### src/rtl/hazard_controller.sv
`default_nettype none
// +----------------------------------------------------------------------------+
// | Module      : hazard_controller                                            |
// | Description : Load-use / branch / memory-wait sequencer for the 5-stage    |
// |               core. Optional counters under HAZARD_PERF_CNT_EN.            |
// | Revision    : 1.0                                                          |
// +----------------------------------------------------------------------------+
module hazard_controller #(
  parameter int LOAD_STALL_CYCLES = 1,
  parameter int MEM_TIMEOUT       = 15,
  parameter int CNT_WIDTH         = 16
) (
  input  logic       clk,
  input  logic       reset,
  input  logic       IDEX_Mem_Read_i,
  input  logic [4:0] IDEX_Rd_i,
  input  logic [4:0] IFID_Rs1_i,
  input  logic [4:0] IFID_Rs2_i,
  input  logic       Branch_Taken_i,
  input  logic       Mem_Req_i,
  input  logic       Mem_Ready_i,
  output logic       PC_Write_o,
  output logic       IFID_Write_o,
  output logic       IFID_Flush_o,
  output logic       IDEX_Flush_o,
  output logic       Control_Disable_o,
  output logic       Pipe_Freeze_o,
  output logic       Mem_Error_o,
  output logic [1:0] State_o
`ifdef HAZARD_PERF_CNT_EN
  ,
  output logic [CNT_WIDTH-1:0] Stall_Count_o,
  output logic [CNT_WIDTH-1:0] Flush_Count_o
`endif
);

  localparam logic [1:0] c_RUN        = 2'd0;
  localparam logic [1:0] c_LOAD_STALL = 2'd1;
  localparam logic [1:0] c_MEM_WAIT   = 2'd2;

  localparam logic [1:0] c_STALL_INIT = 2'(LOAD_STALL_CYCLES - 1);
  localparam logic [7:0] c_TIMEOUT    = 8'(MEM_TIMEOUT);

  logic [1:0] r_state;
  logic [1:0] r_resume;
  logic [1:0] r_stall_cnt;
  logic [7:0] r_wait_cnt;
  logic       r_mem_error;

  logic       w_hz;
  logic       w_wait;
  logic [1:0] w_eff_state;
  logic [1:0] w_state_nxt;
  logic [1:0] w_resume_nxt;
  logic [1:0] w_stall_cnt_nxt;
  logic [7:0] w_wait_cnt_nxt;
  logic       w_err_set;

  assign w_hz   = IDEX_Mem_Read_i && (IDEX_Rd_i != 5'd0) &&
                  ((IDEX_Rd_i == IFID_Rs1_i) || (IDEX_Rd_i == IFID_Rs2_i));
  assign w_wait = Mem_Req_i && !Mem_Ready_i;

  // On the release cycle of MEM_WAIT the pipeline behaves as the interrupted state.
  assign w_eff_state = (r_state == c_MEM_WAIT) ? r_resume : r_state;

  always_comb begin
    w_state_nxt     = c_RUN;
    w_resume_nxt    = r_resume;
    w_stall_cnt_nxt = r_stall_cnt;
    w_wait_cnt_nxt  = 8'd0;
    if (w_wait) begin
      case (r_state)
        c_RUN, c_LOAD_STALL: begin
          w_state_nxt    = c_MEM_WAIT;
          w_resume_nxt   = r_state;
          w_wait_cnt_nxt = 8'd1;
        end
        c_MEM_WAIT: begin
          w_state_nxt    = c_MEM_WAIT;
          w_wait_cnt_nxt = (r_wait_cnt == 8'hFF) ? r_wait_cnt : (r_wait_cnt + 8'd1);
        end
        default: w_state_nxt = c_RUN;
      endcase
    end else begin
      case (w_eff_state)
        c_RUN: begin
          if (w_hz && !Branch_Taken_i && (LOAD_STALL_CYCLES > 1)) begin
            w_state_nxt     = c_LOAD_STALL;
            w_stall_cnt_nxt = c_STALL_INIT;
          end
        end
        c_LOAD_STALL: begin
          if (r_stall_cnt > 2'd1) begin
            w_state_nxt     = c_LOAD_STALL;
            w_stall_cnt_nxt = r_stall_cnt - 2'd1;
          end else begin
            w_stall_cnt_nxt = 2'd0;
          end
        end
        default: w_state_nxt = c_RUN;
      endcase
    end
  end

  assign w_err_set = (w_state_nxt == c_MEM_WAIT) && (w_wait_cnt_nxt >= c_TIMEOUT);

  always_ff @(posedge clk or negedge reset) begin
    if (!reset) begin
      r_state     <= c_RUN;
      r_resume    <= c_RUN;
      r_stall_cnt <= 2'd0;
      r_wait_cnt  <= 8'd0;
      r_mem_error <= 1'b0;
    end else begin
      r_state     <= w_state_nxt;
      r_resume    <= w_resume_nxt;
      r_stall_cnt <= w_stall_cnt_nxt;
      r_wait_cnt  <= w_wait_cnt_nxt;
      r_mem_error <= r_mem_error || w_err_set;
    end
  end

  always_comb begin
    PC_Write_o        = 1'b1;
    IFID_Write_o      = 1'b1;
    IFID_Flush_o      = 1'b0;
    IDEX_Flush_o      = 1'b0;
    Control_Disable_o = 1'b0;
    Pipe_Freeze_o     = 1'b0;
    if (!reset) begin
      PC_Write_o        = 1'b0;
      IFID_Write_o      = 1'b0;
      Control_Disable_o = 1'b1;
    end else if (w_wait) begin
      PC_Write_o    = 1'b0;
      IFID_Write_o  = 1'b0;
      Pipe_Freeze_o = 1'b1;
    end else if ((w_eff_state == c_RUN) && Branch_Taken_i) begin
      // Branch beats a hazard: the ID instruction is wrong-path anyway.
      IFID_Flush_o      = 1'b1;
      IDEX_Flush_o      = 1'b1;
      Control_Disable_o = 1'b1;
    end else if (((w_eff_state == c_RUN) && w_hz) || (w_eff_state == c_LOAD_STALL)) begin
      PC_Write_o        = 1'b0;
      IFID_Write_o      = 1'b0;
      Control_Disable_o = 1'b1;
    end
  end

  assign Mem_Error_o = r_mem_error;
  assign State_o     = r_state;

`ifdef HAZARD_PERF_CNT_EN
  logic [CNT_WIDTH-1:0] r_stall_count;
  logic [CNT_WIDTH-1:0] r_flush_count;

  always_ff @(posedge clk or negedge reset) begin
    if (!reset) begin
      r_stall_count <= '0;
      r_flush_count <= '0;
    end else begin
      if (!PC_Write_o && (r_stall_count != '1)) begin
        r_stall_count <= r_stall_count + CNT_WIDTH'(1);
      end
      if (IFID_Flush_o && (r_flush_count != '1)) begin
        r_flush_count <= r_flush_count + CNT_WIDTH'(1);
      end
    end
  end

  assign Stall_Count_o = r_stall_count;
  assign Flush_Count_o = r_flush_count;
`endif

endmodule
`default_nettype wire

### config.mk
export PLATFORM = sky130hd
export DESIGN_NAME = hazard_controller
export DESIGN_NICKNAME = d
export VERILOG_FILES = /design/src/rtl/hazard_controller.sv
export SDC_FILE = /design/constraint.sdc
export NUM_CORES = 1
export LEC_CHECK = 0
export ABC_CLOCK_PERIOD_IN_PS = 2300
export CAP_MARGIN = 20
export CORE_UTILIZATION = 45
export CTS_CLUSTER_DIAMETER = 60
export DETAILED_ROUTE_END_ITERATION = 10
export PLACE_DENSITY = 0.78
export SYNTH_ARGS = -nofsm -noshare
export SYNTH_HDL_FRONTEND = slang
export SYNTH_SLANG_ARGS = --single-unit
### constraint.sdc
create_clock -name clk -period 2.3 [get_ports clk]
set_clock_uncertainty 0.05 [all_clocks]
set_input_delay 0.46 -clock clk [delete_from_list [all_inputs] [get_ports clk]]
set_output_delay 0.46 -clock clk [all_outputs]
set_load 0.02 [all_outputs]
==> results.cfg <==
[status]
outcome = completed

[timing]
slew_headroom_pct = 75.7
max_freq_mhz = 446
hold_viol_final = 0
min_period_over_period_pct = 97.5
min_period_ns = 2.24
maxSlewViolCount = 0
finalWorstSetupSlack_ns = 0.0581
setup_viol = 0
hold-worst-slack_ns = 0.468
worst_pin_slew_ns = 0.363

[flow_run]
maxCapViolCount = 0

[setup_path]
crit_arrival_ns = 1.73
worstSetupStartpointType = primary input
max_stage_delay_ns = 0.55
cp_top_family = simple AND/OR/NAND/NOR gates
cp_max_fo = 3
cp.buffers_inverters = 2
path_cells = buf_2 > or4_4 > o2111ai_4 > a41o_1 > buf_6
crit_slowest_cell = or4_4
crit_type = in2out
cp.required_ns = 1.79
timing.critical_path.to_type = output pin

[clock_tree]
clock_path_buffers = 2
path_clk_slew_ns = 0.08
cts_tree = built
htreeDepth = 1
clk_latency_ns = 0.30
cts_buffers = 3
clkSinkCount = 15
root_buffer = clkbuf_4

[floorplan]
ios = 30
start_util_pct = 48.2
core-area_um2 = 1960
num_rows = 16
fp.dieW_um = 47.8
die_h_um = 47.8
die-area_um2 = 2290

[drt]
drc = 0
drt_iter0_drc = 18
viasPerCell = 5.57
vias = 902
drt-pass1-iter-count = 4
wl_per_cell_um = 15.0
final_antenna_net_count = 0
routed_wl_um = 2430

[placed_design]
gp_congestion = 0.903
dp_slack_ns = -0.772
dp.final_hpwl_um = 1840
placed_cells_incl_taps = 158
io_buffers = 29

[logic_synthesis]
yosys.area_share.simple_pct = 25.3
synth_compound_area_share_pct = 17.1
syn_inst = 97
synth_fa_ha_area_share_pct = 1.32
synth_cell_types = 38
seq_area_frac_synth_pct = 39.7
netlist_area_um2 = 946
synth-warning-count = 0
muxShareOfSynthArea_pct = 3.44
synthXorXnorAreaFrac_pct = 9.26
avgSynthCellArea_um2 = 9.75
synth_top_family_by_area = simple AND/OR/NAND/NOR gates
syn-num-nets = 119
synth_seq_cells = 15

[cells_and_area]
final_common_cell = dfrtp_1
instances_no_fill = 162
drive_gt1_share_pct = 33.3
syn_to_final_growth_pct = 46.3
antenna_cells = 0
nets = 158
layout_common_cells = dfrtp_1, dlygate4sd2_1, clkdlybuf4s50_1, buf_4

[power]
leakage_nw = 0.611
ir_drop_mv = 0.434
p_per_area_nw_per_um2 = 419

[global_routing]
grt_max_degree = 16
grt_pass1_wl_um = 3380
grt_overflow = 0
antenna_found_initial = 0
grt_pass1_vias = 838
grt_usage_pct = 22.0

[hold_path]
hp-class = reg2reg
## power by group
| part | leakage (nW) | internal [mW] | switching, mW |
|---|---|---|---|
| sequential | 0.204 | 0.271 | 0.00630 |
| clock | 0.0139 | 0.0663 | 0.0903 |
| combinational | 0.392 | 0.0788 | 0.0668 |
| total | 0.611 | 0.416 | 0.163 |
## timing repair
item,4_1_cts,5_1_grt
endpoints found under the setup margin,6,6
pin swaps,14,10
gates resized for setup,53,17
hold buffers,0,0
buffers inserted,0,0
## cells by family after synthesis
group,count (synthesis)
adders and majority gates,1
xor gates and xnor gates,10
AOI/OAI and AO/OA,22
DFF,15
muxes,3
buffers and inverters,5
and+or+nand+nor,41
## worst paths after layout
path / startpoint / to / slack, ns / cells past startpoint
min reg2reg: r_stall_cnt[1] / r_stall_cnt[1] / 0.47 / 2
min: r_stall_cnt[1] / r_stall_cnt[1] / 0.47 / 2
min in group asynchronous: reset / r_wait_cnt[6] / 0.60 / 2
max reg2reg: r_wait_cnt[0] / Mem_Error_o / 0.64 / 6
max: IDEX_Rd_i[1] / IFID_Write_o / 0.06 / 5
max in group asynchronous: reset / r_resume[1] / 1.42 / 2
## cells in the mapped netlist
master / instances / area share (%)
and4bb_2: 1 / 1.3
o22ai_1: 1 / 0.66
a21oi_1: 2 / 1.1
o211ai_1: 1 / 0.79
or4_1: 1 / 0.79
buf_6: 1 / 1.2
nor2_2: 1 / 0.66
o311ai_4: 1 / 2.8
xnor2_1: 10 / 9.3
nand2_2: 1 / 0.66
nor2_1: 7 / 2.8
nor2b_1: 1 / 0.66
mux2i_1: 1 / 1.1
nor3_1: 2 / 1.1
ha_1: 1 / 1.3
o21ai_0: 6 / 3.2
mux2_2: 2 / 2.4
a31oi_1: 6 / 4.0
nand2_1: 5 / 2.0
and3_2: 2 / 1.6
nand3_1: 6 / 3.2
buf_4: 3 / 2.4
or2_2: 1 / 0.66
nand4bb_1: 1 / 1.2
a211oi_1: 1 / 0.79
nand3b_1: 2 / 1.6
a41oi_1: 1 / 0.93
o2111ai_1: 1 / 0.93
and4_1: 1 / 0.93
nand4_1: 2 / 1.3
nand2b_1: 3 / 2.0
a311oi_1: 1 / 0.93
dfrtp_1: 15 / 40
and2_1: 2 / 1.3
and3_1: 1 / 0.66
inv_1: 1 / 0.40
a41o_1: 1 / 1.1
and2b_2: 1 / 0.93
## area by class of cell
| cell class | count | area (um^2) |
|---|---|---|
| sequential | 15 | 375 |
| inverter | 1 | 3.75 |
| clock buffer | 3 | 22.5 |
| tap | 27 | 33.8 |
| timing repair buffer | 38 | 320 |
| clock inverter | 1 | 7.51 |
| multi-input combinational | 77 | 621 |
| fill | 152 | 578 |
## tightest hold or removal path, cell delays in order (launching register included)
cell and delay [ns]:
dfrtp_1 0.33, inv_1 0.05, nor2_1 0.09
## metal layers
layer / share of wire, % / GRT usage, % / vias to the layer above
li1: - / - / 436
met1: 39 / 25.1 / 432
met2: 51 / 38.4 / 29
met3: 7.9 / 3.77 / 5
met4: 1.8 / 12.8 / 0
met5: 0 / 0 / -
## state kept, by name, indices dropped and copies added, names as in the netlist
name,cells
r_wait_cnt,8
State_o,2
r_resume,2
r_stall_cnt,2
Mem_Error_o,1
## stage by stage
step	setup TNS (ns)	util, %	instance area (um^2)	power (mW)
final	0	70.5	1380	0.580
after global routing	-0.0334	70.5	1380	0.606
after CTS	0	69.0	1350	0.572
after detailed placement	-2.95	66.5	1300	0.418
after global placement	-2.73	66.5	1300	0.414
after floorplan	0	-	946	0.341
Power figures use the tool's default switching activity.
==> edit: new RTL, same flow settings <==
Add a define of `HAZARD_PERF_CNT_EN`.
--- a/src/rtl/hazard_controller.sv
+++ b/src/rtl/hazard_controller.sv
@@ -6,4 +6,6 @@
 // | Revision    : 1.0                                                          |
 // +----------------------------------------------------------------------------+
+`define HAZARD_PERF_CNT_EN
+
 module hazard_controller #(
   parameter int LOAD_STALL_CYCLES = 1,
Check against the original RTL (old outputs only; new: Flush_Count_o and Stall_Count_o): equivalent (Yosys induction, for registers that start in step).
==> edit against the unedited design <==
Sequential cell count up 32; wire length up 120%; cell count up 140%; power rose to 3.8 times the old value; area after synthesis rose to 2.6 times the old value; largest power group unchanged; setup slack worse by 0.031 ns; critical path depth up 2; critical endpoint is now Control_Disable_o; design area up 140%; non-clock buffer count up 45; global-route usage down 1.8 points.
==> edit: results (changes against the unedited design) <==
{| class="wikitable"
! Metric !! Value
|-
| Clock tree root buffer cell || clkbuf_8 (was clkbuf_4)
|-
| HPWL after detailed placement || 3980 µm (was 1840 µm)
|-
| Status || complete, no violations (unchanged)
|-
| Delay of the slowest cell on the worst path || 0.52 ns (was 0.55 ns)
|-
| Layout Nets || 349 (was 158)
|-
| Critical path data arrival time || 1.76 ns (was 1.73 ns)
|-
| Seq/Total Area, Yosys || 48.7% (was 39.7%)
|-
| Inverter count of the layout excluding clock inverters || 6 (was 1)
|-
| Area occupied by multi-input gates || 1220 µm² (was 621 µm²)
|-
| Static leakage || 1.51 nW (was 0.611 nW)
|-
| Multi-input logic cell count || 182 (was 77)
|-
| Number of CTS-inserted buffers || 5 (was 3)
|-
| Total power per unit cell area || 665 nW/µm² (was 419 nW/µm²)
|-
| Worst rel slew slack || 79.2% (was 75.7%)
|-
| CTS sink count || 47 (was 15)
|-
| Via count of the first global-routing pass || 1931 (was 838)
|-
| Fraction of layout cells with a size suffix above 1 || 17.2% (was 33.3%)
|-
| Number of gates resized after cts || 56 (was 53)
|-
| Switching part of the total || 32.4% (was 28.2%)
|-
| Non-clock buffering overhead || 22.4% (was 23.1%)
|-
| Non-clock buffer total of the final layout || 83 (was 38)
|-
| Clock power frac || 21.4% (was 27.0%)
|-
| Post-route insts no fill || 396 (was 162)
|-
| Post-placement worst setup slack || -0.762 ns (was -0.772 ns)
|-
| Nets in the synthesized netlist || 263 (was 119)
|-
| Highest net fanout along the worst path || 2 (was 3)
|-
| Hold bufs inserted after CTS || 1 (was 0)
|-
| P_seq || 1.07 mW (was 0.277 mW)
|-
| # port buffers || 61 (was 29)
|-
| Hold path depth || 1 (was 2)
|-
| Worst vdd rail ir drop || 552 µV (was 434 µV)
|-
| # H-tree levels || 2 (was 1)
|-
| Largest cells by area after synthesis || dfrtp_1, xnor2_1, xor2_1, nand3_1, nor2_1 (was dfrtp_1, xnor2_1, a31oi_1, nand3_1, o21ai_0)
|-
| Clock-cell share || 2.55% (was 2.17%)
|-
| WL final || 5250 µm (was 2430 µm)
|-
| Post-place instance area || 3240 µm² (was 1300 µm²)
|}
## edit: cell count changes after synthesis, moves of 3 or more
cell / before / now
inv_1: 1 / 5
and4_1: 1 / 5
nor3b_1: 0 / 3
nand2_1: 5 / 15
mux2_2: 2 / 5
nor3_1: 2 / 7
dfrtp_1: 15 / 47
xnor2_1: 10 / 21
nor2_1: 7 / 24
nand4_1: 2 / 6
a31oi_1: 6 / 1
and3_1: 1 / 11
nand3_1: 6 / 27
xor2_1: 0 / 20
## edit: final timing paths
kind / end / start / slack (ns)
setup / recovery: Control_Disable_o / IDEX_Rd_i[3] / 0.03
hold / removal: Flush_Count_o[10] / Flush_Count_o[10] / 0.45
setup reg to reg: Flush_Count_o[1] / Flush_Count_o[0] / 0.13
hold reg to reg: Flush_Count_o[10] / Flush_Count_o[10] / 0.45
max in group asynchronous: r_wait_cnt[2] / reset / 1.18
min in group asynchronous: r_stall_cnt[1] / reset / 0.47
## edit: metal layers
metal | vias to the layer above | wire length (µm) | global-route usage (%)
met2 | 41 | 2660 | 35.2
met1 | 976 | 2320 | 25.4
met5 | - | 0 | 0
li1 | 1011 | - | -
met3 | 6 | 212 | 4.28
met4 | 0 | 57 | 5.97
## edit: worst max-delay path: cells and delay by family
family                 cells  cell delay (ns)
AOI/OAI and AO/OA          3             0.49
buffers and inverters      2             0.22
and+or+nand+nor            2             0.59
## edit: kinds of logic (layout without fill, tap and decap cells)
group                    after synthesis  count (layout)  synth area share, %
XOR/XNOR                              41              41                 14.9
buffers and inverters                 10              97                 1.97
flip-flops                            47              47                 48.7
AND/OR/NAND/NOR                      113             113                 24.6
multiplexers                           7               7                 3.16
AO/OA/AOI/OAI                         18              18                 5.18
adder cells (fa/ha/maj)                3               3                 1.55
